--- config.mk ---
export PLATFORM = sky130hd
export DESIGN_NAME = systolic_col_ctrl_flat
export DESIGN_NICKNAME = d
export VERILOG_FILES = /design/src/rtl/systolic_col_ctrl_if.sv /design/src/rtl/systolic_col_ctrl.sv /design/src/flat_wrapper.sv
export SDC_FILE = /design/constraint.sdc
export NUM_CORES = 1
export LEC_CHECK = 0
export ABC_AREA = 1
export BUFFER_PORTS_ARGS = -buffer_cell sky130_fd_sc_hd__buf_2
export CORE_ASPECT_RATIO = 0.7
export CORE_MARGIN = 2
export CORE_UTILIZATION = 59
export CTS_BUF_LIST = sky130_fd_sc_hd__clkbuf_2 sky130_fd_sc_hd__clkbuf_4 sky130_fd_sc_hd__clkbuf_8
export CTS_CLUSTER_DIAMETER = 50
export DETAILED_ROUTE_END_ITERATION = 6
export PLACE_DENSITY_LB_ADDON = 0.25
export SLEW_MARGIN = 20
export SYNTH_ARGS = -nofsm -noshare
export SYNTH_HDL_FRONTEND = slang
export SYNTH_SLANG_ARGS = --single-unit
export TNS_END_PERCENT = 100
--- constraint.sdc ---
create_clock -name clk -period 3 [get_ports clk]
set_clock_uncertainty 0.2 [all_clocks]
set_input_delay 0.6 -clock clk [delete_from_list [all_inputs] [get_ports clk]]
set_output_delay 0.6 -clock clk [all_outputs]
set_load 0.05 [all_outputs]
--- src/rtl/systolic_col_ctrl_if.sv ---
// systolic_col_ctrl_if: activation/weight buffer read bus.
// master: controller drives strobes and addresses; slave: buffer side.
interface systolic_col_ctrl_if #(
  parameter int CH_W = 12
);

  logic            dat_rd_en;
  logic            wt_rd_en;
  logic [CH_W-1:0] dat_rd_addr;
  logic [CH_W-1:0] wt_rd_addr;

  modport master (
    output dat_rd_en,
    output wt_rd_en,
    output dat_rd_addr,
    output wt_rd_addr
  );

  modport slave (
    input dat_rd_en,
    input wt_rd_en,
    input dat_rd_addr,
    input wt_rd_addr
  );

endinterface

--- src/rtl/systolic_col_ctrl.sv ---
// systolic_col_ctrl: per-job sequencer for one systolic PE column.
// Ports: clk, rst (sync, active-high); start + cfg_* job setup
// (tin_factor, ch_grp, pix, dat/wt base); out_ready back-pressure;
// rd = buffer read bus (master); tin_factor to PEs; acc_clr/acc_vld/
// out_vld accumulator controls; busy/done/err status; perf_stall_cnt.
// Optional stall counter enabled by defining SYSTOLIC_CTRL_PERF_EN.
module systolic_col_ctrl #(
  parameter int CH_W     = 12,
  parameter int PIX_W    = 16,
  parameter int PIPE_LAT = 6
) (
  input  logic                  clk,
  input  logic                  rst,
  input  logic                  start,
  input  logic [3:0]            cfg_tin_factor,
  input  logic [CH_W-1:0]       cfg_ch_grp,
  input  logic [PIX_W-1:0]      cfg_pix,
  input  logic [CH_W-1:0]       cfg_dat_base,
  input  logic [CH_W-1:0]       cfg_wt_base,
  input  logic                  out_ready,
  systolic_col_ctrl_if.master   rd,
  output logic [3:0]            tin_factor,
  output logic                  acc_clr,
  output logic                  acc_vld,
  output logic                  out_vld,
  output logic                  busy,
  output logic                  done,
  output logic                  err,
  output logic [31:0]           perf_stall_cnt
);

  localparam int DW =
    (PIPE_LAT > 1) ? $clog2(PIPE_LAT) : 1;
  localparam logic [DW-1:0] DRAIN_LAST =
    DW'(PIPE_LAT - 1);

  typedef enum logic [2:0] {
    IDLE,
    ISSUE,
    WAIT_RDY,
    DRAIN,
    FIN
  } state_t;

  state_t st;
  state_t nxt;

  logic [CH_W-1:0]     ch_grp_r;
  logic [CH_W-1:0]     dat_base_r;
  logic [CH_W-1:0]     wt_base_r;
  logic [CH_W-1:0]     g_cnt;
  logic [CH_W-1:0]     iss_cnt;
  logic [PIX_W-1:0]    pix_r;
  logic [PIX_W-1:0]    pix_cnt;
  logic [DW-1:0]       drain_cnt;
  logic [PIPE_LAT-1:0] vld_d;
  logic [PIPE_LAT-1:0] clr_d;
  logic [PIPE_LAT-1:0] lst_d;

  logic cfg_ok;
  logic accept;
  logic reject;
  logic issue;
  logic g_last;
  logic p_last;

  assign cfg_ok =
    (cfg_ch_grp != '0) &&
    (cfg_pix != '0) &&
    (cfg_tin_factor inside
      {4'd1, 4'd2, 4'd4, 4'd8});

  assign g_last = (g_cnt == ch_grp_r - 1'b1);
  assign p_last = (pix_cnt == pix_r - 1'b1);

  always_ff @(posedge clk) begin
    if (rst) begin
      st <= IDLE;
    end else begin
      st <= nxt;
    end
  end

  // out_ready only matters at pixel boundaries, so a
  // started pixel always issues back-to-back.
  always_comb begin
    nxt    = st;
    accept = 1'b0;
    reject = 1'b0;
    issue  = 1'b0;
    unique case (st)
      IDLE: begin
        if (start) begin
          if (cfg_ok) begin
            accept = 1'b1;
            nxt    = WAIT_RDY;
          end else begin
            reject = 1'b1;
          end
        end
      end
      WAIT_RDY: begin
        if (out_ready) begin
          nxt = ISSUE;
        end
      end
      ISSUE: begin
        issue = 1'b1;
        if (g_last) begin
          if (p_last) begin
            nxt = DRAIN;
          end else if (!out_ready) begin
            nxt = WAIT_RDY;
          end
        end
      end
      DRAIN: begin
        if (drain_cnt == DRAIN_LAST) begin
          nxt = FIN;
        end
      end
      FIN: begin
        nxt = IDLE;
      end
      default: begin
        nxt = IDLE;
      end
    endcase
  end

  always_ff @(posedge clk) begin
    if (rst) begin
      ch_grp_r   <= '0;
      dat_base_r <= '0;
      wt_base_r  <= '0;
      pix_r      <= '0;
      g_cnt      <= '0;
      iss_cnt    <= '0;
      pix_cnt    <= '0;
      drain_cnt  <= '0;
      tin_factor <= 4'd1;
      done       <= 1'b0;
      err        <= 1'b0;
    end else begin
      if (accept) begin
        ch_grp_r   <= cfg_ch_grp;
        dat_base_r <= cfg_dat_base;
        wt_base_r  <= cfg_wt_base;
        pix_r      <= cfg_pix;
        tin_factor <= cfg_tin_factor;
        g_cnt      <= '0;
        iss_cnt    <= '0;
        pix_cnt    <= '0;
      end
      if (issue) begin
        iss_cnt <= iss_cnt + 1'b1;
        if (g_last) begin
          g_cnt   <= '0;
          pix_cnt <= pix_cnt + 1'b1;
        end else begin
          g_cnt <= g_cnt + 1'b1;
        end
      end
      if (st == DRAIN) begin
        drain_cnt <= drain_cnt + 1'b1;
      end else begin
        drain_cnt <= '0;
      end
      // Status pulses are registered: one cycle after
      // the FIN state / the rejected start.
      done <= (st == FIN);
      err  <= reject;
    end
  end

  // Strobe delay lines model the PE column latency;
  // clearing them on rst kills in-flight results.
  always_ff @(posedge clk) begin
    if (rst) begin
      vld_d <= '0;
      clr_d <= '0;
      lst_d <= '0;
    end else begin
      vld_d[0] <= issue;
      clr_d[0] <= issue && (g_cnt == '0);
      lst_d[0] <= issue && g_last;
      for (int i = 1; i < PIPE_LAT; i++) begin
        vld_d[i] <= vld_d[i-1];
        clr_d[i] <= clr_d[i-1];
        lst_d[i] <= lst_d[i-1];
      end
    end
  end

  assign rd.dat_rd_en = issue;
  assign rd.wt_rd_en  = issue;
  assign rd.dat_rd_addr =
    issue ? dat_base_r + iss_cnt : '0;
  assign rd.wt_rd_addr =
    issue ? wt_base_r + g_cnt : '0;

  assign acc_vld = vld_d[PIPE_LAT-1];
  assign acc_clr = clr_d[PIPE_LAT-1];
  assign out_vld = lst_d[PIPE_LAT-1];

  assign busy =
    (st == WAIT_RDY) ||
    (st == ISSUE) ||
    (st == DRAIN);

`ifdef SYSTOLIC_CTRL_PERF_EN
  logic [31:0] stall_q;

  always_ff @(posedge clk) begin
    if (rst) begin
      stall_q <= '0;
    end else if (accept) begin
      stall_q <= '0;
    end else if ((st == WAIT_RDY) && !out_ready &&
                 (stall_q != '1)) begin
      stall_q <= stall_q + 1'b1;
    end
  end

  assign perf_stall_cnt = stall_q;
`else
  assign perf_stall_cnt = '0;
`endif

endmodule

--- src/flat_wrapper.sv ---
// flat-port wrapper written by rule: the top's interface ports become plain ports
module systolic_col_ctrl_flat 
#(
  parameter int CH_W     = 12,
  parameter int PIX_W    = 16,
  parameter int PIPE_LAT = 6
)
  (clk, rst, start, cfg_tin_factor, cfg_ch_grp, cfg_pix, cfg_dat_base, cfg_wt_base, out_ready, tin_factor, acc_clr, acc_vld, out_vld, busy, done, err, perf_stall_cnt, rd_dat_rd_en, rd_wt_rd_en, rd_dat_rd_addr, rd_wt_rd_addr);
  systolic_col_ctrl_if #(.CH_W(CH_W)) rd_i ();
  input  logic clk;
  input  logic rst;
  input  logic start;
  input  logic [3:0] cfg_tin_factor;
  input  logic [CH_W-1:0] cfg_ch_grp;
  input  logic [PIX_W-1:0] cfg_pix;
  input  logic [CH_W-1:0] cfg_dat_base;
  input  logic [CH_W-1:0] cfg_wt_base;
  input  logic out_ready;
  output logic [3:0] tin_factor;
  output logic acc_clr;
  output logic acc_vld;
  output logic out_vld;
  output logic busy;
  output logic done;
  output logic err;
  output logic [31:0] perf_stall_cnt;
  output wire logic [$bits(rd_i.dat_rd_en)-1:0] rd_dat_rd_en;
  output wire logic [$bits(rd_i.wt_rd_en)-1:0] rd_wt_rd_en;
  output wire logic [$bits(rd_i.dat_rd_addr)-1:0] rd_dat_rd_addr;
  output wire logic [$bits(rd_i.wt_rd_addr)-1:0] rd_wt_rd_addr;
  assign rd_dat_rd_en = rd_i.dat_rd_en;
  assign rd_wt_rd_en = rd_i.wt_rd_en;
  assign rd_dat_rd_addr = rd_i.dat_rd_addr;
  assign rd_wt_rd_addr = rd_i.wt_rd_addr;
  systolic_col_ctrl #(.CH_W(CH_W), .PIX_W(PIX_W), .PIPE_LAT(PIPE_LAT)) u_core (.clk(clk), .rst(rst), .start(start), .cfg_tin_factor(cfg_tin_factor), .cfg_ch_grp(cfg_ch_grp), .cfg_pix(cfg_pix), .cfg_dat_base(cfg_dat_base), .cfg_wt_base(cfg_wt_base), .out_ready(out_ready), .rd(rd_i), .tin_factor(tin_factor), .acc_clr(acc_clr), .acc_vld(acc_vld), .out_vld(out_vld), .busy(busy), .done(done), .err(err), .perf_stall_cnt(perf_stall_cnt));
endmodule
# Word-level counts from Yosys, hierarchy flattened
# Index checks and enable logic that the tools add are counted.
# totals
regBits	122
latchBits	0
mem_bits_rw	0
romBits	0
input_bits	60
output_inout_bits	68
wordCells	80
mem_count	0
# op_classes
add_sub_neg	8
n_mul	0
div	0
magnitude_cmp	0
n_eq_ne	17
shifts	0
n_mux	22
bitwise_logic	3
reduce_logical	15
# op_table
operator	n
12-bit 2-to-1 mux	6
16-bit 2-to-1 mux	3
12-bit by 1-bit adder with 12-bit output (second input constant)	2
12-bit adder	2
3-bit 2-to-1 mux	7
16-bit by 1-bit adder with 16-bit output (second input constant)	1
16-bit == test	1
16-bit nonzero test	1
16-bit by 1-bit subtractor with 16-bit output (second input constant)	1
12-bit == test	1
12-bit logical NOT	1
3-bit one-hot mux with 4 select lines	1
12-bit nonzero test	1
12-bit by 1-bit subtractor with 12-bit output (second input constant)	1
3-bit by 2-bit == test with 1-bit output (second input constant)	2
3-bit == test (second input constant)	2
2-bit by 1-bit inequality test with 1-bit output (second input constant)	3
6-bit AND reduction	1
1-bit 2-to-1 mux	5
4-bit by 1-bit == test with 1-bit output (second input constant)	1
4-bit by 2-bit == test with 1-bit output (second input constant)	1
4-bit by 3-bit == test with 1-bit output (second input constant)	1
4-bit == test (second input constant)	1
1-bit logical AND	4
11 further kinds	15

# Longest topological paths before layout
# Gate-level depths: netlist (run 1).
# depth
word_depth	9
ltp_mapped	16
depth_no_buf	16

# Worst setup path after synthesis (run 1)
# No wires, ideal clock.
# synth_path
path_kind	register -> output
start	reg u_core.st[2]
end	out rd_dat_rd_addr[10]
arrival_ns	2.560
required_time_ns	2.200
slack_ns	-0.360
path_stages_with_launch	8
n_path_buf	2
path_cell_list	dfxtp_1 > nor2_1 > inv_1 > nor2_1 > clkbuf_1 > clkbuf_1 > o21ai_0 > a21oi_1
# synth_between
elab_chain_len	3
# synth_lines
item	line	rtl
from (decl)	systolic_col_ctrl.sv:45	state_t st;
from (signal assigned)	systolic_col_ctrl.sv:80	st <= nxt;
3-bit by 1-bit == test with 1-bit output	systolic_col_ctrl.sv:91	unique case (st)
1-bit 2-to-1 mux	systolic_col_ctrl.sv:91	
via rd_dat_rd_en	flat_wrapper.sv:27	output wire logic [$bits(rd_i.dat_rd_en)-1:0] rd_dat_rd_en;
12-bit 2-to-1 mux	systolic_col_ctrl.sv:198	issue ? dat_base_r + iss_cnt : '0;
to (decl)	flat_wrapper.sv:29	output wire logic [$bits(rd_i.dat_rd_addr)-1:0] rd_dat_rd_addr;
# The timed path passes the listed nets, and every way through them passes these cells.

# Final worst setup path (run 1)
# layout_path
start	reg u_core.dat_base_r[5]
end	out rd_dat_rd_addr[9]
# layout_between
elab_chain_len	2
# layout_lines
item	line	rtl
from (decl)	systolic_col_ctrl.sv:49	logic [CH_W-1:0] dat_base_r;
from (signal assigned)	systolic_col_ctrl.sv:147	dat_base_r <= cfg_dat_base;
12-bit adder	systolic_col_ctrl.sv:198	
12-bit 2-to-1 mux	systolic_col_ctrl.sv:198	
# Every way passes these cells.

==> key figures, run 1 <==
Run status
  – Outcome: finished with violations
  – Failing checks: setup timing

Synth
  – Synth Flop Type: dfxtp_1
  – Async S/R FF share, synth: 0
  – Proportion of synthesized area in mux cells: 0
  – Syn Inst Count: 1,125
  – Post-synthesis adder-cell area fraction: 0.0560
  – Syn. warnings: 0
  – Top post-synthesis cells by count: nand2_1 (276), a21oi_1 (133), nor2_1 (127)
  – Xor/xnor share of the synthesized area: 0.0402
  – Complex-gate fraction of the synthesized area: 0.157
  – Mapped cell area: 7410 µm²
  – Largest family of logic cells by synthesized area: simple AND/OR/NAND/NOR gates
  – Number of synthesized register bits: 122
  – Sequential fraction of the synthesis area: 0.329
  – Yosys cell types: 39
  – Most numerous cell in the Yosys netlist: nand2_1
  – Synthesized area per cell: 6.59 µm²
  – Area leader, netlist: dfxtp_1
  – Area share of the largest cell type after synthesis: 0.329
  – Post-synth EDFFs: 0
  – Synthesized-area fraction occupied by and/or/nand/nor cells: 0.303
  – Synth top area cells: dfxtp_1 (33%), nand2_1 (14%), a21oi_1 (9.0%)

Floorplan
  – Die ar.: 13,500 µm²
  – Initial Util: 0.601
  – Core Rows: 34
  – IO Pins: 128
  – Die W: 138 µm
  – Chip height: 97.8 µm
  – Floorplan core area: 12,300 µm²

Timing
  – Max Slew Vio Count: 0
  – Hold WS: 171 ps
  – Hold violation count in the final report: 0
  – Setup ws final: -48.4 ps
  – Worst rel slew slack: 0.450
  – Fmax: 328 MHz
  – Worst slew pin tran: 825 ps
  – Minimum clock period after layout: 3050 ps
  – Setup-failing EPs final: 2
  – RSZ-0062 raised after global routing: true
  – Fin crit share: 1.02

Global route
  – Vias in the first global route: 6,518
  – First-pass GRT wire length: 31,300 µm
  – Congestion Overflow GR: 0
  – Total GRT Usage: 0.291
  – Initial antenna violation count: 0
  – Pin count of the biggest net entering global routing: 79

Routing
  – Via count: 7,590
  – Antenna-violating nets left: 0
  – Routed Wire Length: 20,400 µm
  – First drt pass iteration count: 7
  – Drt wl/cell: 14.6 µm
  – DRC Markers: 0
  – Vias per cell: 5.41
  – 1st-iter DRT viols: 673

Worst hold path
  – Worst Hold Class: primary input to flip-flop
  – Min-delay src: cfg_tin_factor[0]

Cells and area
  – FILL cells: 997
  – Final Non-Filler Cells: 1,402
  – Share of cells above drive strength 1: 0.216
  – Antenna diodes: 0
  – Area Overhead vs Synth: 20.4%
  – Fin util: 0.723
  – Final #Nets: 1,319
  – Finished Cell Area: 8920 µm²

Clocking
  – TritonCTS clock tree: yes
  – Later-pin clock latency in the skew report: 460 ps
  – CTS H-tree depth: 4
  – Clock sinks: 122
  – Num CTS Buffers: 17
  – Clock Tree Buf Depth: 2
  – Root buffer cell: clkbuf_8
  – Clock transition at the registers of the reported paths: 80 ps

Setup path
  – Worst EP arrival: 2250 ps
  – Crit. End Element: output pin
  – Critical path peak fanout: 5
  – Crit path from: u_core.dat_base_r[5]
  – Critical Path Start Type: flip-flop
  – WS Path Type: flip-flop to output pin
  – R2R Path Start: u_core.pix_r[0]
  – Crit path required time: 2200 ps

Place
  – Dpl cell area: 7970 µm²
  – # port buffers: 95
  – Post-DP HPWL: 13,700 µm
  – Placed Cells incl. Taps: 1,358
  – GPL Wtd Cong: 0.938

Power
  – Switching power: 0.00213 W
  – Clock share of power: 0.276
  – PwrDens: 563 nW/µm²
  – Worst IR Drop VDD: 0.000369 V
  – Sw Ratio: 0.424
  – Pint: 0.00289 W
  – Seq pwr share: 0.370
  – Pleak: 3.80 nW
  – Combinational power share: 0.354

Job
  – Max cap viols: 0
==> power by group through the flow <==
stage | Sequential (W) | Combinational, W | Clock, W
floorplan | 0.00188 | 0.00129 | 0
global placement | 0.00187 | 0.00164 | 0
detailed placement | 0.00188 | 0.00166 | 0
CTS | 0.00184 | 0.00169 | 0.00141
global route | 0.00187 | 0.00197 | 0.00148
finish | 0.00186 | 0.00178 | 0.00139
==> logic make-up (layout without fill, tap and decap cells) <==
| group | Yosys count | after routing |
|---|---|---|
| XOR/XNOR | 34 | 34 |
| AND/OR/NAND/NOR | 530 | 530 |
| adder cells (fa/ha/maj) | 32 | 32 |
| buffers and inverters | 183 | 267 |
| other | 1 | 32 |
| flip-flops | 122 | 122 |
| AO/OA/AOI/OAI | 223 | 223 |
==> layer usage <==
metal	vias up	part of all wire	track usage
met4	0	0.022	0.0911
met2	321	0.42	0.409
met1	3424	0.47	0.443
li1	3803	-	-
met3	42	0.080	0.0582
met5	-	0	0
==> registers in the layout (all words and copies together) (netlist names), 3 cells and up <==
signal and count:
u_core.g_cnt 12, u_core.tin_factor 4, u_core.drain_cnt 3, u_core.dat_base_r 12, u_core.lst_d 6, u_core.iss_cnt 12
u_core.st 3, u_core.wt_base_r 12, u_core.vld_d 6, u_core.pix_cnt 16, u_core.ch_grp_r 12, u_core.pix_r 16
u_core.clr_d 6
==> through the flow <==
step / setup TNS [ps] / setup slack [ps] / total power, W
global route: -632 / -124 / 0.00532
floorplan: 0 / 66.8 / 0.00316
detailed placement: 0 / 230 / 0.00354
global placement: 0 / 262 / 0.00352
CTS: -88.3 / -69.5 / 0.00494
finish: -62.8 / -48.4 / 0.00502
==> layout by cell type, fill, tap and decap left out, types with 6 or more instances in the layout <==
cell      Yosys  layout
o21ai_0      67      53
a21oi_4       0       6
nor4_1        7       7
nor2_1      127     121
ha_1         30      11
nor2_2        9      14
dfxtp_2       0      13
clkbuf_8      0      17
nand2_1     276     272
buf_4        34      33
xnor2_1      12      12
nand3_1      59      59
o21ai_1       4      13
nand3b_1      8       8
o21ai_2       4       8
nor3_1       14      12
nand2_2       6       9
a21oi_1     133     116
conb_1        1      32
dfxtp_4       0       6
nand4_1      11      11
ha_4          0      19
inv_1       104     104
xor2_1       22      22
buf_2         9      82
a21oi_2       0      11
inv_2         7       7
dfxtp_1     122     103
==> worst paths after layout <==
kind	endpoint	slack, ps	cells after the start
min reg2reg	u_core.vld_d[3]	210	2
max reg2reg	u_core.st[0]	430	12
min	u_core.tin_factor[0]	170	3
max	rd_dat_rd_addr[9]	-50	8
==> cell type report <==
| cell class | instances | area, µm² | share of cell area |
|---|---|---|---|
| multi-input cells | 851 | 4690 | 0.526 |
| flip-flops and latches | 122 | 2480 | 0.278 |
| repair buffers | 124 | 766 | 0.0858 |
| inverters | 111 | 417 | 0.0467 |
| clock buffers | 17 | 234 | 0.0262 |
| well taps | 162 | 203 | 0.0227 |
| clock inverters | 15 | 133 | 0.0149 |
==> worst max-delay path, stage by stage (launching register included) <==
cell	delay, ps
dfxtp_1	350
ha_4	310
nand2_1	130
nor2_2	230
a21oi_4	90
o21ai_1	240
o21ai_1	130
a21oi_2	110
buf_4	200
==> repair_timing <==
action,in CTS,in global routing
buffers inserted,3,9
endpoints found under the setup margin,14,15
hold buffers,0,0
gates resized for setup,41,79
pin swaps,6,21
Power figures use the tool's default switching activity.
==> inputs of run 2 (changes only) <==
- PLACE_DENSITY_LB_ADDON: 0.25 -> 0.05
==> key figures, run 2 (synthesized netlist as in run 1, its figures left out) <==
Clocking
  – Root buffer cell: clkbuf_8
  – CTS H-tree depth: 4 (unchanged)
  – Clock Tree Buf Depth: 2 (unchanged)
  – Cts hold-fix bufs: 0 (unchanged)
  – Later-pin clock latency in the skew report: 450 ps (about the same)
  – Clock transition at the registers of the reported paths: 100 ps (+20 ps)
  – Num CTS Buffers: 17 (unchanged)
  – Clock sinks: 122 (unchanged)
  – TritonCTS clock tree: yes

Place
  – GPL Wtd Cong: 0.906 (-3.5%)
  – # port buffers: 95 (unchanged)
  – Dpl cell area: 7940 µm² (-0.41%)
  – Post-DP HPWL: 14,000 µm (+2.0%)
  – Post-placement setup slack: 153 ps (-77.0 ps)

Setup path
  – Crit. End Element: output pin
  – Reg2reg setup slack: 340 ps (-90 ps)
  – CP max-delay cell: fa_2
  – Crit path required time: 2200 ps (about the same)
  – Critical path peak fanout: 3 (-2)
  – Worst EP arrival: 2230 ps (-20 ps)
  – WS Path Type: flip-flop to output pin
  – Critical Path Start Type: flip-flop
  – R2R cell count: 15 (+3)
  – Cell Chain, Critical Path: ha_4 -> fa_2 -> a21oi_4 -> nor2_2 -> o22ai_2 -> xor2_1 -> nor2_1 -> buf_6
  – CP bufs+invs: 1 (unchanged)
  – Crit path max-delay family: adder cells
  – R2R Path Start: u_core.ch_grp_r[0]
  – Crit Reg-Reg Endpoint: u_core.g_cnt[4]
  – Max stage delay on crit path: 390 ps (+40 ps)

Routing
  – Via count: 7,474 (-1.5%)
  – Routed Wire Length: 20,200 µm (-1.1%)
  – Vias per cell: 5.35 (-1.2%)
  – Drt wl/cell: 14.4 µm (-0.71%)
  – First drt pass iteration count: 5 (-2)
  – DRC Markers: 0 (unchanged)
  – 1st-iter DRT viols: 531 (-21%)
  – Antenna-violating nets left: 0 (unchanged)

Floorplan
  – IO Pins: 128 (unchanged)
  – Chip height: 97.8 µm (unchanged)
  – Floorplan core area: 12,300 µm² (unchanged)
  – Die ar.: 13,500 µm² (unchanged)
  – Die W: 138 µm (unchanged)
  – Core Rows: 34 (unchanged)
  – Initial Util: 0.601 (unchanged)

Global route
  – First-pass GRT wire length: 31,000 µm (-1.0%)
  – Congestion Overflow GR: 0 (unchanged)
  – Vias in the first global route: 6,376 (-2.2%)
  – Pin count of the biggest net entering global routing: 41 (-48%)
  – Total GRT Usage: 0.289 (-0.00193)
  – Initial antenna violation count: 0 (unchanged)

Power
  – Seq pwr share: 0.361 (-0.009)
  – Worst IR Drop VDD: 0.000453 V (+23%)
  – Combinational power share: 0.340 (-0.014)
  – Pleak: 3.80 nW (about the same)
  – Clock share of power: 0.298 (+0.022)
  – Pint: 0.00299 W (+3.3%)
  – Switching power: 0.00215 W (+0.74%)
  – Sw Ratio: 0.418 (-0.00614)
  – PwrDens: 576 nW/µm² (+2.4%)

Timing
  – Max Slew Vio Count: 0 (unchanged)
  – Hold WS: 181 ps (+9.43 ps)
  – Fin crit share: 1.01 (-0.00629)
  – Worst slew pin tran: 578 ps (-247 ps)
  – Setup-failing EPs final: 1 (-1)
  – Setup total negative slack: -29.5 ps (+33.3 ps)
  – Minimum clock period after layout: 3030 ps (-18.9 ps)
  – RSZ-0062 raised after global routing: true
  – Fmax: 330 MHz (+0.62%)
  – Hold violation count in the final report: 0 (unchanged)
  – Setup ws final: -29.5 ps (+18.9 ps)
  – Worst rel slew slack: 0.611 (+0.161)

Worst hold path
  – Worst hold stages: 3 (unchanged)
  – Worst Hold Class: primary input to flip-flop
  – Hold worst-path end: u_core.dat_base_r[7]
  – Min-delay src: cfg_dat_base[7]

Cells and area
  – Finished Cell Area: 8910 µm² (-0.15%)
  – Biggest regs: u_core.pix_cnt: 16 flops, u_core.pix_r: 16 flops
  – Antenna diodes: 0 (unchanged)
  – Area Overhead vs Synth: 20.2%
  – Most frequent cells in the layout: nand2_1 (273), nor2_1 (120), a21oi_1 (116)
  – Most common cell after layout, fill and taps aside: nand2_1
  – Final #Nets: 1,314 (-0.38%)
  – Share of cells above drive strength 1: 0.219 (+0.00249)

Run status
  – Outcome: finished with violations
  – Failing checks: setup timing

Job
  – Max cap viols: 0 (unchanged)
-- run 2: power by group through the flow --
stage | Combinational [W] | Clock, W | Sequential, W
floorplan | 0.00129 | 0 | 0.00188
global placement | 0.00163 | 0 | 0.00188
detailed placement | 0.00165 | 0 | 0.00188
CTS | 0.00169 | 0.00154 | 0.00185
global route | 0.00194 | 0.00162 | 0.00187
finish | 0.00175 | 0.00153 | 0.00185
-- run 2: layout make-up --
cell class | count | area, µm²
clock inverters | 15 | 175
inverters | 111 | 417
flip-flops and latches | 122 | 2490
clock buffers | 17 | 234
well taps | 162 | 203
repair buffers | 119 | 698
fillers | 1029 | 3430
multi-input cells | 851 | 4690
-- run 2: how the worst max path moves through the flow --
stage | from | endpoint | slack (ps) | depth (start not counted)
3_5_place_dp | cfg_tin_factor[0] | u_core.tin_factor[2] | 150 | 12
3_3_place_gp | u_core.g_cnt[3] | rd_wt_rd_addr[8] | 140 | 9
5_1_grt | u_core.g_cnt[0] | rd_wt_rd_addr[8] | -150 | 8
2_1_floorplan | u_core.iss_cnt[0] | rd_dat_rd_addr[8] | 70 | 7
4_1_cts | u_core.g_cnt[0] | rd_wt_rd_addr[8] | -20 | 8
6_report | u_core.g_cnt[0] | rd_wt_rd_addr[8] | -30 | 8
-- run 2: timing repair --
item | CTS | global route
setup endpoints to repair | 14 | 12
pin swaps | 9 | 16
endpoints found under the hold margin | 0 | 0
setup buffers | 4 | 4
gates resized for setup | 59 | 64
-- run 2: through the flow --
stage	util	cells	power (W)
floorplan	-	1156	0.00316
global placement	0.643	1357	0.00351
detailed placement	0.643	1357	0.00352
CTS	0.696	1393	0.00508
global route	0.722	1397	0.00543
finish	0.722	1397	0.00513
-- run 2: tightest hold or removal path, stage by stage --
cell	delay [ps]
buf_2	100
nand2_1	50
a21oi_1	50
-- run 2: per-layer routing --
layer | track usage | part of all wire | vias up
li1 | - | - | 3796
met1 | 0.458 | 0.51 | 3403
met2 | 0.406 | 0.42 | 257
met3 | 0.0493 | 0.062 | 18
met4 | 0.0597 | 0.0081 | 0
met5 | 0 | 0 | -
